`src/rtl/vga_timing_pkg.sv`:
```
// Shared 640x480@60 timing defaults and pixel format, used by the VGA driver
// and the pattern stage feeding it.
package vga_timing_pkg;

  localparam int RGB_W = 12;
  localparam int CNT_W = 10;

  localparam int H_SYNC_DEF  = 96;
  localparam int H_BACK_DEF  = 48;
  localparam int H_DISP_DEF  = 640;
  localparam int H_FRONT_DEF = 16;

  localparam int V_SYNC_DEF  = 2;
  localparam int V_BACK_DEF  = 33;
  localparam int V_DISP_DEF  = 480;
  localparam int V_FRONT_DEF = 10;

endpackage

```
`src/rtl/vga_driver.sv`:
```
// VGA timing generator: free-running h/v counters with combinational decode of
// sync, display enable, pixel request coordinates and frame start.
module vga_driver
  import vga_timing_pkg::*;
#(
  parameter int H_SYNC  = H_SYNC_DEF,
  parameter int H_BACK  = H_BACK_DEF,
  parameter int H_DISP  = H_DISP_DEF,
  parameter int H_FRONT = H_FRONT_DEF,
  parameter int V_SYNC  = V_SYNC_DEF,
  parameter int V_BACK  = V_BACK_DEF,
  parameter int V_DISP  = V_DISP_DEF,
  parameter int V_FRONT = V_FRONT_DEF
) (
  input  logic             clk,
  input  logic             rst_n,
  input  logic [RGB_W-1:0] vga_data,
  output logic             vga_hs,
  output logic             vga_vs,
  output logic             vga_de,
  output logic [RGB_W-1:0] vga_rgb,
  output logic [CNT_W-1:0] vga_xpos,
  output logic [CNT_W-1:0] vga_ypos,
  output logic             frame_start
);

  localparam logic [CNT_W-1:0] H_TOTAL = CNT_W'(H_SYNC + H_BACK + H_DISP + H_FRONT);
  localparam logic [CNT_W-1:0] V_TOTAL = CNT_W'(V_SYNC + V_BACK + V_DISP + V_FRONT);
  localparam logic [CNT_W-1:0] HS_END  = CNT_W'(H_SYNC);
  localparam logic [CNT_W-1:0] VS_END  = CNT_W'(V_SYNC);
  localparam logic [CNT_W-1:0] HA      = CNT_W'(H_SYNC + H_BACK);
  localparam logic [CNT_W-1:0] VA      = CNT_W'(V_SYNC + V_BACK);
  localparam logic [CNT_W-1:0] HA_END  = CNT_W'(H_SYNC + H_BACK + H_DISP);
  localparam logic [CNT_W-1:0] VA_END  = CNT_W'(V_SYNC + V_BACK + V_DISP);
  localparam logic [CNT_W-1:0] REQ_BEG = CNT_W'(H_SYNC + H_BACK - 1);
  localparam logic [CNT_W-1:0] REQ_END = CNT_W'(H_SYNC + H_BACK + H_DISP - 1);

  logic [CNT_W-1:0] hcnt;
  logic [CNT_W-1:0] vcnt;
  logic             h_last;
  logic             v_active;
  logic             data_req;

  assign h_last = (hcnt == H_TOTAL - 1'b1);

  always_ff @(posedge clk or negedge rst_n) begin
    if (!rst_n) begin
      hcnt <= '0;
      vcnt <= '0;
    end else begin
      hcnt <= h_last ? '0 : hcnt + 1'b1;
      if (h_last) begin
        vcnt <= (vcnt == V_TOTAL - 1'b1) ? '0 : vcnt + 1'b1;
      end
    end
  end

  // The request window leads vga_de by one clk so the registered pattern
  // stage returns the pixel exactly when it is displayed.
  always_comb begin
    v_active    = (vcnt >= VA) && (vcnt < VA_END);
    data_req    = (hcnt >= REQ_BEG) && (hcnt < REQ_END) && v_active;
    vga_hs      = (hcnt >= HS_END);
    vga_vs      = (vcnt >= VS_END);
    vga_de      = (hcnt >= HA) && (hcnt < HA_END) && v_active;
    vga_xpos    = data_req ? hcnt - REQ_BEG : '0;
    vga_ypos    = data_req ? vcnt - VA : '0;
    frame_start = (hcnt == '0) && (vcnt == '0);
    vga_rgb     = vga_de ? vga_data : '0;
  end

endmodule

```
`config.mk`:
```
export PLATFORM = sky130hd
export DESIGN_NAME = vga_driver
export DESIGN_NICKNAME = d
export VERILOG_FILES = /design/src/rtl/vga_timing_pkg.sv /design/src/rtl/vga_driver.sv
export SDC_FILE = /design/constraint.sdc
export NUM_CORES = 1
export LEC_CHECK = 0
export CELL_PAD_IN_SITES_DETAIL_PLACEMENT = 0
export CELL_PAD_IN_SITES_GLOBAL_PLACEMENT = 2
export CORE_MARGIN = 3
export CORE_UTILIZATION = 25
export DETAILED_ROUTE_END_ITERATION = 10
export PLACE_DENSITY = 0.86
export SYNTH_ARGS = -nofsm -noshare
export SYNTH_HDL_FRONTEND = slang
export SYNTH_SLANG_ARGS = --single-unit
```
`constraint.sdc`:
```
create_clock -name clk -period 2.65 [get_ports clk]
set_input_delay 0.265 -clock clk [delete_from_list [all_inputs] [get_ports clk]]
set_output_delay 0.265 -clock clk [all_outputs]
set_load 0.02 [all_outputs]
```
==> results.cfg <==
[routing]
top_layer = met4
avgViaCountPerCell = 4.85
ant_nets = 0
via_count = 1600
met2_length_um = 2290
wire_per_inst_um = 14.5
wirelength_um = 4770
drc_errors = 0
dr.pass1.iters = 4
initialDrtViolationCount = 71
m1WireLength_um = 2320
wl_met3_um = 143

[place]
dp_hpwl_um = 3610
portBuffers = 49
gp_congestion = 0.800
post-place-ws_ns = 0.110

[final_layout]
area_growth_pct = 37.1
fin_util = 0.361
nets = 273
fillers = 693
final-seq-area_um2 = 500
layout-drive-gt1-share = 0.134
multiInputGateArea_um2 = 1030
antennaDiodeCount = 0

[die]
die-width_um = 88.4
dieArea_um2 = 7820
core_um2 = 6460
die_h_um = 88.4
ios = 50
start_util = 0.263
rows = 29

[critical_path]
r2r_start = hcnt[1]
end_kind = output pin
cp-startpoint = hcnt[6]
cp_data_required_time_ns = 2.38
r2r_setup_slack_ns = 0.66
cp.arrival_ns = 2.26
path_max_fanout = 6
start_kind = flop
crit_type = reg -> out

[grt]
grt-ovfl-total = 0
grt_usage = 0.125
grt_max_degree = 21
antenna_found_initial = 0
grt_pass1_wl_um = 7560
grt_pass1_vias = 1490

[power]
power_uw = 574
p_leak_nw = 1.22
power_density_nw_per_um2 = 246
ir_worst_vdd_mv = 0.194

[run_status]
status = finished, final reports clean

[clock_tree]
clk_path_buf_depth = 2
cts_hold_buf = 0
cts_tree = built
clkSlewWorstSetupHoldPaths_ns = 0.08
clockRootBuffer = clkbuf_8
htreeDepth = 1
cts.sinks = 20
clk_latency_ns = 0.26
cts-buffers-inserted = 3

[sta]
tightest_slew_ns = 0.529
min_period_over_period = 0.954
slew_headroom = 0.647
post-route-min-period_ns = 2.53
hold_violations = 0
tns_ns = 0
max_freq_ghz = 0.396
setup_violations = 0
grt_setup_unrepaired = no
final_max_slew_viol_count = 0
fin_skew_ns = 0.00489
hold_slack_ns = 0.339
worst_slack_ns = 0.123

[logic_synthesis]
ys_seq_elements = 20
ys_types = 44
syn_area_per_cell_um2 = 8.41
async_flop_share = 1.00
syn_area_um2 = 1700
synth-main-ff-cell = dfrtp_1
synth_edf_count = 0
yosysWarningCount = 0
synthCells = 202
synth_nets = 221
yosysSeqAreaShare = 0.295

[min_path]
hold_class = in -> async

[flow_run]
maxCapViolCount = 0
## synthesized netlist by cell type, drive strengths merged (3+ instances only)
library cell  instances  area share
inv                   8       0.018
o21ai                 6       0.018
a21oi                 7       0.021
nand3                11       0.032
nor4                  3       0.020
and3                  3       0.012
mux2i                 4       0.024
ha                    5       0.037
nor3                 24       0.074
xnor2                11       0.057
dfrtp                20        0.29
or3                   3       0.011
nor3b                 3       0.013
nand4                 7       0.026
buf                  16       0.066
xor2                  9       0.046
clkbuf                6       0.019
and2                 15       0.056
nor2                 10       0.022
nand2                11       0.024
## kinds of logic after synthesis
| kind of cell | after synthesis | synth area share |
|---|---|---|
| buf+inv | 30 | 0.102 |
| xor+xnor | 20 | 0.103 |
| mux | 4 | 0.0236 |
| fa+ha+maj | 5 | 0.0368 |
| simple gates | 98 | 0.334 |
| flops | 20 | 0.295 |
| compound gates | 25 | 0.106 |
## cell type report
type	instances	share of cell area
Multi-Input combinational cell	152	0.443
Inverter	8	0.0129
Sequential cell	20	0.215
Tap cell	77	0.0414
Clock buffer	4	0.0236
Timing Repair Buffer	69	0.265
## per-stage QoR
step	std cells	instance area, um^2
floorplan	202	1700
global placement	326	2290
detailed placement	326	2290
CTS	330	2310
global route	330	2330
finish	330	2330
## layer usage
metal,track usage,vias up
li1,-,817
met1,0.179,758
met2,0.194,23
met3,0.0242,2
met4,0.0261,0
met5,0,-
## cell usage in the layout (no fill, tap or decap), types with 8 or more instances in the layout
cell             instances
dlygate4sd2_1           29
nor3_1                  22
dfrtp_1                 20
buf_4                   20
clkdlybuf4s50_1         15
and2_1                  14
nand2_1                 11
xnor2_1                 11
nand3_1                 11
nor2_1                  10
xor2_1                   9
inv_1                    8
## registers in the layout, summed over array words and instances, names as in the netlist
| name | cells |
|---|---|
| hcnt | 10 |
| vcnt | 10 |
## repair_timing
item                       CTS  global route
gates resized for setup     30             6
setup endpoints to repair   32             5
buffers inserted             0             0
pin swaps                    0             0
## power by group
part	switching [mW]	total [mW]	internal (mW)	leakage [nW]
Sequential	0	0.305	0.305	0.265
Combinational	0.00778	0.0252	0.0174	0.929
Clock	0.112	0.244	0.132	0.0288
## worst max-delay path: stages (launching register included)
cell           delay, ns
dfrtp_1             0.38
or3_1               0.47
o21a_1              0.24
or3_1               0.33
a211oi_2            0.23
dlygate4sd2_1       0.36
## worst paths after layout
| kind | to | cells after the start |
|---|---|---|
| setup / recovery | vga_xpos[9] | 5 |
| hold / removal | hcnt[8] | 2 |
| setup reg to reg | vcnt[9] | 6 |
| hold reg to reg | hcnt[2] | 1 |
| max in group asynchronous | hcnt[6] | 2 |
| min in group clk | hcnt[2] | 1 |
Note: power is estimated with default switching activity, not from simulation.
